### src/rtl/pacman_sprite_renderer.sv
// Pac-Man sprite renderer: frame-latched hit test, sprite ROM addressing, 3-stage pixel pipeline and death animation.
// Optional macro PACMAN_DEBUG_BOX_EN adds a debug_box input that outlines the sprite box in palette index 4'hF.
module pacman_sprite_renderer #(
    parameter int unsigned SPR_SIZE     = 24,
    parameter int unsigned Y_OFFSET     = 6,
    parameter int unsigned WIN_XMIN     = 72,
    parameter int unsigned WIN_XMAX     = 408,
    parameter int unsigned NUM_MOVE_SPR = 9,
    parameter int unsigned DEATH_FRAMES = 11,
    parameter int unsigned DEATH_HOLD   = 4,
    parameter int unsigned ADDR_W       = 14
) (
    input  logic              Clk,
    input  logic              Reset,
`ifdef PACMAN_DEBUG_BOX_EN
    input  logic              debug_box,
`endif
    input  logic              frame_clk,
    input  logic [9:0]        DrawX,
    input  logic [9:0]        DrawY,
    input  logic [9:0]        pacmanPosX,
    input  logic [9:0]        pacmanPosY,
    input  logic [3:0]        pacman_sprite,
    input  logic              death,
    input  logic              restart,
    output logic [ADDR_W-1:0] rom_addr,
    input  logic [3:0]        rom_data,
    output logic              pixel_valid,
    output logic [3:0]        pixel_color,
    output logic              death_active,
    output logic              death_done
);

    localparam int unsigned SPR_AREA = SPR_SIZE * SPR_SIZE;

    typedef enum logic [1:0] {
        IDLE  = 2'd0,
        DYING = 2'd1,
        DONE  = 2'd2
    } state_t;

    state_t            state_q, state_d;
    logic              frame_q;
    logic [9:0]        posx_q, posx_d;
    logic [9:0]        posy_q, posy_d;
    logic [3:0]        spr_q, spr_d;
    logic [7:0]        dframe_q, dframe_d;
    logic [7:0]        hold_q, hold_d;
    logic [ADDR_W-1:0] rom_addr_q, rom_addr_d;
    logic              hit1_q, hit2_q;
    logic [3:0]        rdata_q;
    logic              valid_q, valid_d;
    logic [3:0]        color_q, color_d;

    logic              tick;
    logic [9:0]        row, col;
    logic              hit;
    logic [7:0]        idx;

`ifdef PACMAN_DEBUG_BOX_EN
    logic              dbg1_q, dbg2_q;
    logic              border;
`endif

    assign tick = frame_clk & ~frame_q;

    // Position and sprite latched once per frame so the box cannot tear mid-frame.
    always_comb begin
        posx_d = posx_q;
        posy_d = posy_q;
        spr_d  = spr_q;
        if (tick) begin
            posx_d = pacmanPosX;
            posy_d = pacmanPosY;
            spr_d  = pacman_sprite;
        end
    end

    always_comb begin
        state_d  = state_q;
        dframe_d = dframe_q;
        hold_d   = hold_q;
        unique case (state_q)
            IDLE: begin
                if (death && !restart) begin
                    state_d  = DYING;
                    dframe_d = '0;
                    hold_d   = '0;
                end
            end
            DYING: begin
                if (tick) begin
                    if (hold_q == 8'(DEATH_HOLD - 1)) begin
                        hold_d = '0;
                        if (dframe_q == 8'(DEATH_FRAMES - 1)) begin
                            state_d = DONE;
                        end else begin
                            dframe_d = dframe_q + 8'd1;
                        end
                    end else begin
                        hold_d = hold_q + 8'd1;
                    end
                end
            end
            DONE: begin
                if (restart) begin
                    state_d = IDLE;
                end
            end
            default: state_d = IDLE;
        endcase
    end

    // Stage 0: box test and ROM address in 10-bit wrap arithmetic.
    always_comb begin
        row = DrawY - posy_q - 10'(Y_OFFSET);
        col = DrawX - posx_q;
        hit = (row < 10'(SPR_SIZE)) && (col < 10'(SPR_SIZE)) &&
              (DrawX >= 10'(WIN_XMIN)) && (DrawX < 10'(WIN_XMAX));
        idx = (state_q == DYING) ? (8'(NUM_MOVE_SPR) + dframe_q) : {4'b0, spr_q};
        rom_addr_d = rom_addr_q;
        if (hit) begin
            rom_addr_d = ADDR_W'(32'(idx) * 32'(SPR_AREA) + 32'(row) * 32'(SPR_SIZE) + 32'(col));
        end
    end

`ifdef PACMAN_DEBUG_BOX_EN
    assign border = debug_box && hit &&
                    ((row == '0) || (row == 10'(SPR_SIZE - 1)) ||
                     (col == '0) || (col == 10'(SPR_SIZE - 1)));
`endif

    always_comb begin
        valid_d = hit2_q && (rdata_q != '0);
        color_d = valid_d ? rdata_q : '0;
`ifdef PACMAN_DEBUG_BOX_EN
        if (dbg2_q) begin
            valid_d = 1'b1;
            color_d = 4'hF;
        end
`endif
        if (state_q == DONE) begin
            valid_d = 1'b0;
            color_d = '0;
        end
    end

    always_ff @(posedge Clk) begin
        if (Reset) begin
            state_q    <= IDLE;
            frame_q    <= 1'b0;
            posx_q     <= '0;
            posy_q     <= '0;
            spr_q      <= '0;
            dframe_q   <= '0;
            hold_q     <= '0;
            rom_addr_q <= '0;
            hit1_q     <= 1'b0;
            hit2_q     <= 1'b0;
            rdata_q    <= '0;
            valid_q    <= 1'b0;
            color_q    <= '0;
        end else begin
            state_q    <= state_d;
            frame_q    <= frame_clk;
            posx_q     <= posx_d;
            posy_q     <= posy_d;
            spr_q      <= spr_d;
            dframe_q   <= dframe_d;
            hold_q     <= hold_d;
            rom_addr_q <= rom_addr_d;
            hit1_q     <= hit;
            hit2_q     <= hit1_q;
            rdata_q    <= rom_data;
            valid_q    <= valid_d;
            color_q    <= color_d;
        end
    end

`ifdef PACMAN_DEBUG_BOX_EN
    always_ff @(posedge Clk) begin
        if (Reset) begin
            dbg1_q <= 1'b0;
            dbg2_q <= 1'b0;
        end else begin
            dbg1_q <= border;
            dbg2_q <= dbg1_q;
        end
    end
`endif

    assign rom_addr     = rom_addr_q;
    assign pixel_valid  = valid_q;
    assign pixel_color  = color_q;
    assign death_active = (state_q == DYING);
    assign death_done   = (state_q == DONE);

endmodule

### config.mk
export PLATFORM = sky130hd
export DESIGN_NAME = pacman_sprite_renderer
export DESIGN_NICKNAME = d
export VERILOG_FILES = /design/src/rtl/pacman_sprite_renderer.sv
export SDC_FILE = /design/constraint.sdc
export NUM_CORES = 1
export LEC_CHECK = 0
export CORE_MARGIN = 10
export CORE_UTILIZATION = 45
export CTS_BUF_LIST = sky130_fd_sc_hd__clkbuf_8
export DETAILED_ROUTE_END_ITERATION = 16
export GPL_ROUTABILITY_DRIVEN = 0
export HOLD_SLACK_MARGIN = 0.1
export PLACE_DENSITY_LB_ADDON = 0.05
export SKIP_CTS_REPAIR_TIMING = 1
export SLEW_MARGIN = 25
export SYNTH_ARGS = -nofsm -noshare
export SYNTH_HDL_FRONTEND = slang
export SYNTH_SLANG_ARGS = --single-unit
export TNS_END_PERCENT = 1
### constraint.sdc
create_clock -name Clk -period 6.18 [get_ports Clk]
set_input_delay 1.236 -clock Clk [delete_from_list [all_inputs] [get_ports Clk]]
set_output_delay 1.236 -clock Clk [all_outputs]
set_load 0.05 [all_outputs]
==> flow_metrics.env <==
export IMPL_period_minus_slack_ns=5.93
export IMPL_drv_slew=0
export IMPL_grt_use_total=0.146
export IMPL_grt_max_degree=56
export IMPL_peakVddDrop_mv=0.343
export IMPL_cpMaxStageDelayCell="fa_1"
export IMPL_numCtsBuffers=9
export IMPL_fmax_mhz=169
export IMPL_area_delta_synth_final_pct=26.1
export IMPL_netlist_instances=594
export IMPL_yosysUniqueCellTypes=59
export IMPL_cts_buffer_depth=2
export IMPL_postSynthAreaPerCell_um2=8.25
export IMPL_layout_setup_ws_ns=0.251
export IMPL_yosys_warnings=0
export IMPL_die_w_um=124
export IMPL_vias=4106
export IMPL_cellPowerDensity_mw_per_mm2=349
export IMPL_hp_class="flip-flop to flip-flop"
export IMPL_max_stage_delay_ns=0.48
export IMPL_clkTransAtPathRegs_ns=0.08
export IMPL_cap_viol_max_count=0
export IMPL_drive_gt1_frac=0.0875
export IMPL_hold_viol=0
export IMPL_start_kind="input pin"
export IMPL_final_common_cell="clkdlybuf4s50_1"
export IMPL_cp_max_fo=3
export IMPL_drt_iter0_drc=163
export IMPL_cts_sinks=68
export IMPL_ys_flop_type="dfxtp_1"
export IMPL_h_tree_depth=3
export IMPL_yosys_register_bits=68
export IMPL_start_util=0.456
export IMPL_final_nets=805
export IMPL_drtAntennaViolNets=0
export IMPL_grt_pass1_vias=4207
export IMPL_place_ws_ns=-0.342
export IMPL_ff2ff_setup_slack_ns=1.31
export IMPL_wl_per_cell_um=13.3
export IMPL_syn_num_nets=718
export IMPL_die_h_um=124
export IMPL_crit_arrival_ns=6.21
export IMPL_p_leak_nw=2.70
export IMPL_routed_wl_um=11000
export IMPL_outcome="complete, no violations"
export IMPL_cts_tree="yes"
export IMPL_seq_area_frac_synth=0.278
export IMPL_fillCellCount=1042
export IMPL_drc=0
export IMPL_period_share=0.959
export IMPL_required_ns=6.46
export IMPL_synthArstFlopShare=0
export IMPL_root_buffer="clkbuf_8"
export IMPL_rsz0062_at_grt="false"
export IMPL_portBuffers=73
export IMPL_placementRows=38
export IMPL_firstDrtPassIters=4
export IMPL_fin_tns_setup_ns=0
export IMPL_tightest_slew_ns=0.903
export IMPL_grt_first_pass_wirelength_um=19300
export IMPL_grt_antenna_before_repair=0
export IMPL_hpwl_um=8830
export IMPL_via_per_inst=4.97
export IMPL_critical_path_endpoint_type="flip-flop"
export IMPL_core_mm2=0.0107
export IMPL_gr_total_overflow=0
export IMPL_timing_hold_ws_ns=0.458
export IMPL_final_util=0.575
export IMPL_diodes=0
export IMPL_clock_latency_ns=0.37
export IMPL_die_area_mm2=0.0155
export IMPL_synth_area_mm2=0.00490
export IMPL_crit_type="input pin to flip-flop"
export IMPL_power_mw=2.16
export IMPL_ios=74
export IMPL_path_cells="clkdlybuf4s50_1, inv_1, ha_1, inv_1, ha_1, inv_1, fa_2, nand2b_4, a21oi_2, xnor2_2, ha_1, xnor2_1, fa_1, inv_1, ha_1, and3_1, a221o_1, o41a_1, a21o_1, a21oi_1, xnor3_1, and3_1, nor4_1"
export IMPL_synth_edf_count=0
export IMPL_final_cell_mix="72 x clkdlybuf4s50_1, 68 x inv_1, 68 x dfxtp_1"
export IMPL_setup_viol=0
export IMPL_worst_clock_skew_ns=0.00906
export IMPL_relSlewSlack=0.398
==> layout make-up <==
class	count	area, um^2	share of cell area
clock buffer	10	138	0.0223
inverter	69	259	0.0419
multi-input combinational	436	3240	0.524
tap	140	175	0.0283
clock inverter	6	86.3	0.0140
sequential	68	1360	0.220
timing repair buffer	97	921	0.149
==> metal layers <==
metal,GRT usage,wire (um),share of wire,up-vias
li1,-,-,-,2191
met1,0.183,5380,0.49,1841
met2,0.226,4890,0.44,60
met3,0.0426,530,0.048,14
met4,0.0644,204,0.019,0
met5,0,0,0,-
==> final timing paths <==
path,start,endpoint,cells past startpoint
setup reg to reg,posy_q[1],rom_addr[13],21
hold / removal,hit1_q,hit2_q,1
setup / recovery,DrawY[1],rom_addr[13],23
hold reg to reg,hit1_q,hit2_q,1
==> cell usage after synthesis, drive strengths merged (2+ instances only) <==
cell type / number / area [um^2]
a21o: 10 / 75.1
nor3b: 2 / 15.0
nand3b: 3 / 22.5
a31oi: 5 / 31.3
mux2i: 15 / 150
nor3: 8 / 40.0
a21oi: 54 / 285
o41a: 2 / 22.5
ha: 62 / 776
and4: 2 / 17.5
and2: 6 / 37.5
fa: 9 / 180
nor4: 4 / 25.0
nor2: 47 / 176
o2111ai: 3 / 32.5
clkbuf: 17 / 63.8
nand4: 6 / 37.5
inv: 69 / 259
dfxtp: 68 / 1360
nand2: 61 / 229
nand2b: 4 / 25.0
nor2b: 11 / 68.8
o31a: 2 / 17.5
xnor2: 27 / 236
xor2: 21 / 184
o21a: 2 / 15.0
or3: 3 / 18.8
nor4b: 4 / 50.1
buf: 4 / 31.3
nand3: 15 / 75.1
or2: 3 / 18.8
o21ai: 14 / 70.1
o21bai: 4 / 30.0
and3: 9 / 56.3
or4: 3 / 26.3
==> critical path: cells and delay by family <==
kind	cells	cell delay, ns
adders and majority gates	6	1.96
AOI/OAI and AO/OA	5	1.21
buffers and inverters	5	0.65
and+or+nand+nor	4	0.64
xor gates and xnor gates	3	0.51
==> power by group <==
group	switching, mW	internal, mW	leakage [nW]	total [mW]
combinational	0.606	0.672	2.03	1.28
sequential	0.00739	0.450	0.553	0.457
clock	0.183	0.238	0.113	0.421
total	0.797	1.36	2.70	2.16
==> stage by stage <==
step	instance area (um^2)	cells
5_1_grt	6180	826
2_1_floorplan	4900	594
3_5_place_dp	5900	810
4_1_cts	6130	826
3_3_place_gp	5900	810
6_report	6180	826
==> state kept, by name, summed over array words and instances (netlist names) <==
name,count
state_q,2
rdata_q,4
rom_addr,14
hold_q,8
dframe_q,8
frame_q,1
pixel_color,4
pixel_valid,1
hit2_q,1
posy_q,10
posx_q,10
spr_q,4
hit1_q,1
==> kinds of logic (layout without fill, tap and decap cells) <==
group,count (synthesis),in the layout,share of synthesized area
AO/OA/AOI/OAI,109,109,0.140
flip-flops,68,68,0.278
multiplexers,16,16,0.0329
XOR/XNOR,49,49,0.0904
buffers and inverters,90,182,0.0722
adder cells (fa/ha/maj),71,71,0.195
AND/OR/NAND/NOR,191,191,0.192
(Power assumes the default switching activity.)
